==> src/rtl/ex_mem_pkg.sv <==
// rtl/ex_mem_pkg.sv - EX/MEM stage control struct, skid state encoding and memory access sizes
package ex_mem_pkg;

    typedef struct packed {
        logic       reg_write;
        logic       mem_read;
        logic       mem_write;
        logic       mem_to_reg;
        logic [2:0] mem_size;
    } exmem_ctrl_t;

    typedef enum logic [1:0] {
        EMPTY = 2'd0,
        ONE   = 2'd1,
        TWO   = 2'd2
    } exmem_state_e;

    localparam logic [2:0] MEM_SIZE_B  = 3'b000;
    localparam logic [2:0] MEM_SIZE_H  = 3'b001;
    localparam logic [2:0] MEM_SIZE_W  = 3'b010;
    localparam logic [2:0] MEM_SIZE_BU = 3'b100;
    localparam logic [2:0] MEM_SIZE_HU = 3'b101;

endpackage

==> src/rtl/pipe_skid_buf.sv <==
// rtl/pipe_skid_buf.sv - generic 2-entry skid buffer with registered in_ready and sync flush
module pipe_skid_buf
    import ex_mem_pkg::*;
#(
    parameter int W = 8
) (
    input  logic         clk,
    input  logic         rst,
    input  logic         flush,
    input  logic         in_valid,
    output logic         in_ready,
    input  logic [W-1:0] in_data,
    output logic         out_valid,
    input  logic         out_ready,
    output logic [W-1:0] out_data
);

    exmem_state_e state_q, state_d;
    logic [W-1:0] main_q, main_d;
    logic [W-1:0] skid_q, skid_d;
    logic         in_ready_q, in_ready_d;
    logic         in_fire;
    logic         out_fire;

    assign in_fire   = in_valid & in_ready_q;
    assign out_valid = (state_q != EMPTY);
    assign out_fire  = out_valid & out_ready;
    assign in_ready  = in_ready_q;
    assign out_data  = main_q;

    always_comb begin
        state_d = state_q;
        main_d  = main_q;
        skid_d  = skid_q;
        unique case (state_q)
            EMPTY: begin
                if (in_fire) begin
                    state_d = ONE;
                    main_d  = in_data;
                end
            end
            ONE: begin
                if (in_fire && out_fire) begin
                    main_d = in_data;
                end else if (in_fire) begin
                    state_d = TWO;
                    skid_d  = in_data;
                end else if (out_fire) begin
                    state_d = EMPTY;
                end
            end
            TWO: begin
                if (out_fire) begin
                    state_d = ONE;
                    main_d  = skid_q;
                end
            end
            default: state_d = EMPTY;
        endcase
        // Flush wins over everything; payload may go stale, validity does not.
        if (flush) begin
            state_d = EMPTY;
        end
        in_ready_d = (state_d != TWO);
    end

    always_ff @(posedge clk or negedge rst) begin
        if (!rst) begin
            state_q    <= EMPTY;
            main_q     <= '0;
            skid_q     <= '0;
            in_ready_q <= 1'b1;
        end else begin
            state_q    <= state_d;
            main_q     <= main_d;
            skid_q     <= skid_d;
            in_ready_q <= in_ready_d;
        end
    end

endmodule

==> src/rtl/ex_mem_pipe_reg.sv <==
// rtl/ex_mem_pipe_reg.sv - EX/MEM pipeline register with skid buffer, sanitise and flush
// Optional stall counter enabled by defining EXMEM_STALL_CNT_EN.
module ex_mem_pipe_reg
    import ex_mem_pkg::*;
#(
    parameter int XLEN   = 32,
    parameter int REG_AW = 5,
    parameter int CNT_W  = 16
) (
    input  logic              clk,
    input  logic              rst,
    input  logic              in_valid,
    output logic              in_ready,
    input  logic [XLEN-1:0]   alu_out_in,
    input  logic [XLEN-1:0]   store_data_in,
    input  logic [REG_AW-1:0] rd_ex_in,
    input  exmem_ctrl_t       ctrl_in,
    input  logic              flush,
    output logic              out_valid,
    input  logic              out_ready,
    output logic [XLEN-1:0]   alu_out_exmem,
    output logic [XLEN-1:0]   store_data_exmem,
    output logic [REG_AW-1:0] rd_exmem,
    output exmem_ctrl_t       ctrl_exmem,
    output logic [CNT_W-1:0]  stall_cnt
);

    localparam int CW = $bits(exmem_ctrl_t);
    localparam int PW = CW + REG_AW + 2 * XLEN;

    exmem_ctrl_t   ctrl_san;
    exmem_ctrl_t   ctrl_main;
    logic [PW-1:0] in_payload;
    logic [PW-1:0] out_payload;

    // x0 is never a writeback target, and a load+store encoding is treated as a load.
    always_comb begin
        ctrl_san = ctrl_in;
        if (ctrl_in.mem_read && ctrl_in.mem_write) begin
            ctrl_san.mem_write = 1'b0;
        end
        if (rd_ex_in == '0) begin
            ctrl_san.reg_write  = 1'b0;
            ctrl_san.mem_to_reg = 1'b0;
        end
    end

    assign in_payload = {ctrl_san, rd_ex_in, store_data_in, alu_out_in};

    pipe_skid_buf #(
        .W (PW)
    ) u_skid (
        .clk       (clk),
        .rst       (rst),
        .flush     (flush),
        .in_valid  (in_valid),
        .in_ready  (in_ready),
        .in_data   (in_payload),
        .out_valid (out_valid),
        .out_ready (out_ready),
        .out_data  (out_payload)
    );

    assign {ctrl_main, rd_exmem, store_data_exmem, alu_out_exmem} = out_payload;
    assign ctrl_exmem = out_valid ? ctrl_main : '0;

`ifdef EXMEM_STALL_CNT_EN
    logic [CNT_W-1:0] stall_cnt_q, stall_cnt_d;

    always_comb begin
        stall_cnt_d = stall_cnt_q;
        if (out_valid && !out_ready && (stall_cnt_q != {CNT_W{1'b1}})) begin
            stall_cnt_d = stall_cnt_q + 1'b1;
        end
    end

    always_ff @(posedge clk or negedge rst) begin
        if (!rst) begin
            stall_cnt_q <= '0;
        end else begin
            stall_cnt_q <= stall_cnt_d;
        end
    end

    assign stall_cnt = stall_cnt_q;
`else
    assign stall_cnt = '0;
`endif

endmodule
==> config.mk <==
export PLATFORM = sky130hd
export DESIGN_NAME = ex_mem_pipe_reg
export DESIGN_NICKNAME = d
export VERILOG_FILES = /design/src/rtl/ex_mem_pkg.sv /design/src/rtl/pipe_skid_buf.sv /design/src/rtl/ex_mem_pipe_reg.sv
export SDC_FILE = /design/constraint.sdc
export NUM_CORES = 1
export LEC_CHECK = 0
export BUFFER_PORTS_ARGS = -buffer_cell sky130_fd_sc_hd__buf_2
export CORE_MARGIN = 2
export CORE_UTILIZATION = 50
export DETAILED_ROUTE_END_ITERATION = 8
export GPL_TIMING_DRIVEN = 0
export HOLD_SLACK_MARGIN = 0.08
export PLACE_DENSITY = 0.75
export RECOVER_POWER = 25
export SLEW_MARGIN = 20
export SYNTH_ARGS = -nofsm -noshare
export SYNTH_HDL_FRONTEND = slang
export SYNTH_SLANG_ARGS = --single-unit
==> constraint.sdc <==
create_clock -name clk -period 3.7 [get_ports clk]
set_input_delay 0.74 -clock clk [delete_from_list [all_inputs] [get_ports clk]]
set_output_delay 0.74 -clock clk [all_outputs]
set_load 0.1 [all_outputs]
==> flow_summary.ini, run 1 <==
[global_routing]
grt_pass1_vias = 5352
gr-usage-all-layers_pct = 21.1
grt_overflow = 0
antenna_found_initial = 0
grt_max_degree = 83
grt_pass1_wl_mm = 26.5

[yosys]
synth.most_common_cell = nand2_1
synth_seq_cells = 155
synth_flop_cell = dfrtp_1
ys_types = 24
synth_top_area_cell = dfrtp_1
yosysTopAreaCellShare_pct = 53.1
synth_top_family_by_area = simple AND/OR/NAND/NOR gates
synth-compound-area-share_pct = 5.90
synth-edff-count = 0
ys_seq_area_share_pct = 53.5
yosys.area_share.xor_xnor_pct = 0
postSynthAreaPerCell_um2 = 9.45
netlist_area_um2 = 7260
synth_common_cells = 226 x nand2_1, 154 x dfrtp_1, 97 x buf_4
ys_top_cells_by_area = dfrtp_1 53%, nand2_1 12%, mux2i_1 10%, buf_4 10%, a21oi_1 5.2%
async_reset_ff_share_pct = 100
synthSimpleGateAreaFrac_pct = 17.2
syn_inst = 768
synthAdderAreaFrac_pct = 0
yosysWarnings = 0
synth_mux_area_share_pct = 10.8

[worst_setup_path]
cp_cell_sequence = buf_2, nor2_1, nor2b_1, buf_2
startpoint = u_skid.state_q[1]$_DFF_PN0_
max_stage_delay_ns = 0.50
rrSetupSlack_ns = 1.77
path_common_cell = buf_2
crit_family = simple AND/OR/NAND/NOR gates
cpMaxStageDelayCell = nor2_1
crit_path_max_fanout = 10
critical_path_class = reg -> out
r2r_cells = 5
r2r_end = u_skid.out_data[56]$_DFFE_PN0P_
crit_arrival_ns = 1.94
worst-path-buf-inv = 2
end_kind = primary output
startpoint_type = register
r2r_start = u_skid.in_ready$_DFF_PN1_
crit_required_ns = 2.96

[pwr]
pwr-share-seq_pct = 37.2
power_frac_comb_pct = 33.7
power_uw = 6050
p_per_area_nw_per_um2 = 675
p_int_uw = 3680
p_clk_share_pct = 29.1
power.leakage_uw = 0.00509
swShare_pct = 39.2
vdd_drop_max_v = 0.000414
p_sw_uw = 2370

[floorplan]
die_y_um = 124
rows = 44
io_pins = 175
die_w_um = 124
initial_core_util_pct = 50.5
dieArea_um2 = 15500
core_area_um2 = 14400

[sta]
timing_hold_violations_final = 0
skew_ns = 0.00579
slew_viol_final = 74
setup_viol = 0
relSlewSlack_pct = -27.3
fin_crit_ns = 2.68
tightest_slew_ns = 1.91
rsz0062_at_grt = no
fmax_ghz = 0.373
fin_crit_sh_pct = 72.4

[detailed_routing]
drt_wl_total_mm = 15.6
avgRoutedWirePerCell_um = 13.5
dr.pass1.iters = 4
antenna_left = 0
drtIter0Drc = 298
drc = 0
num_vias = 5535
viasPerCell = 4.79

[clock_tree]
ctsHoldBuffers = 0
cts_resized = 0
cts_buffer_depth = 2
post-cts-setup-buffers = 0
htreeDepth = 4
cts-root-buf = clkbuf_16
clk_latency_ns = 0.41
cts.sinks = 155
cts.clk_slew.worst_paths_ns = 0.06
cts_buffers = 17
cts_tree = done

[worst_hold_path]
whs_endpoint = u_skid.skid_q[53]$_DFFE_PN0P_
min_delay_path_depth = 2
hold_path_class = reg -> reg
hp-start = u_skid.skid_q[53]$_DFFE_PN0P_

[placed_design]
gp_congestion = 0.767
dp_hpwl_mm = 10.7
io_buffer_count = 158
dpl.cell_count = 1126

[finish]
fin_cells = 1155
seqCellArea_um2 = 3880
multi_input_area_um2 = 2520
fill_cells = 1213
area_growth_pct = 23.5
nets = 1042
diodes = 0
drive_above_1_share_pct = 32.5

[outcome]
violations = max-capacitance violations, max-slew violations
status = finished, violations left

[run]
drv_cap = 1
-- layout by cell type, fill, tap and decap left out, drive strengths merged --
master / Yosys / layout
a21oi: 76 / 76
clkinv: 0 / 4
nand2: 226 / 226
inv: 2 / 2
clkbuf: 5 / 27
buf: 123 / 281
dfstp: 1 / 1
nand4b: 1 / 1
bufinv: 0 / 3
mux2: 3 / 3
nor2: 79 / 79
dfrtp: 154 / 154
nand3b: 1 / 1
nand2b: 2 / 2
a211o: 1 / 1
o31ai: 1 / 1
mux2i: 75 / 75
o21ai: 2 / 2
nor2b: 9 / 9
or3: 1 / 1
clkinvlp: 0 / 1
conb: 1 / 16
o22a: 1 / 1
nor3: 3 / 3
o21a: 1 / 1
-- per-layer routing --
metal	global-route usage, %	wire (um)	up-vias
li1	-	-	2745
met2	33.7	7670	149
met5	0	0	-
met3	5.58	846	13
met1	29.0	7000	2628
met4	5.09	130	0
-- worst max-delay path by stage --
stage                                                  to  cells past startpoint  slack [ns]
after global placement       u_skid.skid_q[8]$_DFFE_PN0P_                      1       -0.45
final                                       ctrl_exmem[3]                      4        1.02
after CTS                                   ctrl_exmem[6]                      4        1.04
after detailed placement  u_skid.out_data[60]$_DFFE_PN0P_                      6        1.45
after floorplan                             ctrl_exmem[0]                      3        0.99
after global routing                        ctrl_exmem[3]                      4        0.94
-- state kept, by name, indices dropped and copies added (netlist names) --
name,count
u_skid.out_data,76
u_skid.state_q,2
u_skid.in_ready,1
u_skid.skid_q,76
-- layout make-up --
| type | instances | share of cell area [%] |
|---|---|---|
| Sequential cell | 155 | 43.3 |
| Multi-Input combinational cell | 498 | 28.2 |
| Buffer | 128 | 10.1 |
| Timing Repair Buffer | 159 | 9.13 |
| Clock buffer | 21 | 5.36 |
| Tap cell | 184 | 2.57 |
| Clock inverter | 8 | 1.31 |
| Inverter | 2 | 0.0838 |
-- power groups by stage --
stage                     Clock [uW]  Combinational [uW]  Sequential [uW]
after floorplan                    0                1730             2230
after global placement             0                2010             2260
after detailed placement           0                2050             2270
after CTS                       1790                2060             2250
after global routing            1850                2170             2300
final                           1760                2040             2250
-- logic make-up after synthesis --
logic type / Yosys count
simple gates: 322
compound gates: 82
buf+inv: 130
flops: 155
other cells: 1
mux: 78
-- through the flow --
step | area (um^2) | worst slack [ns] | TNS (ns) | utilization [%] | hold slack [ns]
after global placement | 8330 | -0.448 | -67.56 | 58.0 | 0.456
after floorplan | 7310 | 0.992 | 0 | - | 0.444
after global routing | 8960 | 0.937 | 0 | 62.4 | 0.491
after detailed placement | 8370 | 1.45 | 0 | 58.3 | 0.461
final | 8960 | 1.02 | 0 | 62.4 | 0.472
after CTS | 8970 | 1.04 | 0 | 62.4 | 0.301
-- tightest hold or removal path: cells and delay by family, from the launching register on --
kind	cells	cell delay, ns
simple gates	2	0.10
flops	1	0.34
(Power assumes the default switching activity.)
==> run 2, diff against run 1 <==
clock period = 2.5 ns   (was 3.7 ns; I/O delays follow)
==> run 2 against run 1 <==
Compared with the run above: the run now ends clean; combinational power grew 48%; clock skew about the same; critical path type unchanged; register-to-register slack lost 1.4 ns; non-clock buffer count up 1.
==> flow_summary.ini, run 2 (synthesized netlist as in run 1, its figures left out) <==
[outcome]
status = finished, final reports clean

[sta]
fmax_ghz = 0.450
skew_ns = 0.00547
timing_hold_violations_final = 0
fin_crit_ns = 2.22
setup_viol = 0
setup_slack_ns = 0.277
fin_crit_sh_pct = 88.9
rsz0062_at_grt = no
relSlewSlack_pct = 30.1
tightest_slew_ns = 1.05
slew_viol_final = 0

[pwr]
power.leakage_uw = 0.00509
p_per_area_nw_per_um2 = 999
vdd_drop_max_v = 0.000613

[worst_hold_path]
whs_endpoint = u_skid.state_q[0]$_DFF_PN0_
min_delay_path_depth = 2
hp-start = flush
hold_path_class = in -> reg

[finish]
area_growth_pct = 23.6
utilization_pct = 62.4
nets = 1043
final_common_cell = nand2_1
layout_common_cells = 226 x nand2_1, 179 x buf_2, 154 x dfrtp_1
fill_cells = 1212
diodes = 0
multi_input_area_um2 = 2530
drive_above_1_share_pct = 32.4
fin_cells = 1156
seqCellArea_um2 = 3880

[clock_tree]
cts_tree = done
cts.sinks = 155
clk_latency_ns = 0.41
cts_buffers = 17
cts_buffer_depth = 2
htreeDepth = 4
cts-root-buf = clkbuf_16
cts.clk_slew.worst_paths_ns = 0.06
post-cts-setup-buffers = 0

[global_routing]
gr-usage-all-layers_pct = 21.1
grt_pass1_vias = 5360
grt_overflow = 0
antenna_found_initial = 0
grt_pass1_wl_mm = 26.5
grt_max_degree = 83

[detailed_routing]
num_vias = 5505
avgRoutedWirePerCell_um = 13.6
drtIter0Drc = 318
drc = 0
viasPerCell = 4.76
dr.pass1.iters = 5
drt_wl_total_mm = 15.7
antenna_left = 0

[floorplan]
initial_core_util_pct = 50.5
rows = 44
dieArea_um2 = 15500
die_y_um = 124
core_area_um2 = 14400
io_pins = 175
die_w_um = 124

[worst_setup_path]
end_kind = primary output
rrSetupSlack_ns = 0.35
crit_arrival_ns = 1.72
r2r_cells = 7
crit_path_max_fanout = 10
crit_required_ns = 2.00
r2r_end = u_skid.out_data[65]$_DFFE_PN0P_
r2r_start = u_skid.state_q[1]$_DFF_PN0_
startpoint_type = register
critical_path_class = reg -> out

[placed_design]
gp_congestion = 0.767
io_buffer_count = 158
dp_hpwl_mm = 10.7
pre_cts_ws_ns = 0.491
dpl.cell_count = 1126

[run]
drv_cap = 0
## run 2: cell count changes in the layout (fill, tap and decap cells not counted)
cell           change
buf_4              -1
clkbuf_1           +1
clkbuf_2           -1
clkbuf_4           +1
dfstp_1            +1
dfstp_2            -1
dlygate4sd3_1      +1
nor2_1             -1
nor2_2             +1
## run 2: per-layer routing
layer | vias to the layer above | track usage [%] | part of all wire (%) | wire (um)
met1 | 2607 | 29.0 | 45 | 7110
met2 | 135 | 33.8 | 49 | 7600
met4 | 0 | 5.09 | 1.1 | 165
met5 | - | 0 | 0 | 0
li1 | 2749 | - | - | -
met3 | 14 | 5.54 | 5.0 | 787
## run 2: how the worst max path moves through the flow
stage                                 from                         endpoint  cells after the start
3_5_place_dp                      in_valid  u_skid.out_data[60]$_DFFE_PN0P_                      6
5_1_grt        u_skid.state_q[1]$_DFF_PN0_  u_skid.out_data[74]$_DFFE_PN0P_                      7
3_3_place_gp                           rst     u_skid.skid_q[8]$_DFFE_PN0P_                      1
2_1_floorplan  u_skid.state_q[1]$_DFF_PN0_                    ctrl_exmem[0]                      3
4_1_cts        u_skid.state_q[1]$_DFF_PN0_                    ctrl_exmem[6]                      4
6_report       u_skid.state_q[1]$_DFF_PN0_                    ctrl_exmem[3]                      4
## run 2: stage by stage
step	cell area (um^2)	power [uW]	hold slack (ns)	TNS, ns
after floorplan	7310	5860	0.204	0
after global placement	8330	6330	0.456	-215.89
after detailed placement	8370	6400	0.461	0
after CTS	8980	9030	0.239	0
after global routing	8970	9360	0.252	0
final	8970	8960	0.254	0
## run 2: timing repair
action / 4_1_cts / 5_1_grt
setup endpoints to repair: 0 / 4
hold buffers: 1 / 0
gates resized for setup: 0 / 1
hold endpoints to repair: 22 / 0
## run 2: report_power, final
| part | leakage, uW | internal, uW | total, uW | switching, uW |
|---|---|---|---|---|
| clock | 0.000296 | 1650 | 2610 | 956 |
| sequential | 0.00184 | 3050 | 3330 | 285 |
| combinational | 0.00296 | 750 | 3020 | 2270 |
| total | 0.00509 | 5450 | 8960 | 3510 |
## run 2: layout make-up
cell class	count	share of cell area, %
clock inverter	8	1.31
timing repair buffer	160	9.26
multi-input combinational	498	28.2
clock buffer	21	5.36
buffer	128	10.0
sequential	155	43.2
inverter	2	0.0837
tap	184	2.57
## run 2: critical path, stage by stage, from the launching register on
cell and delay (ns):
dfrtp_1 0.36, buf_2 0.18, nor2_2 0.33, nor2b_1 0.12
buf_2 0.31
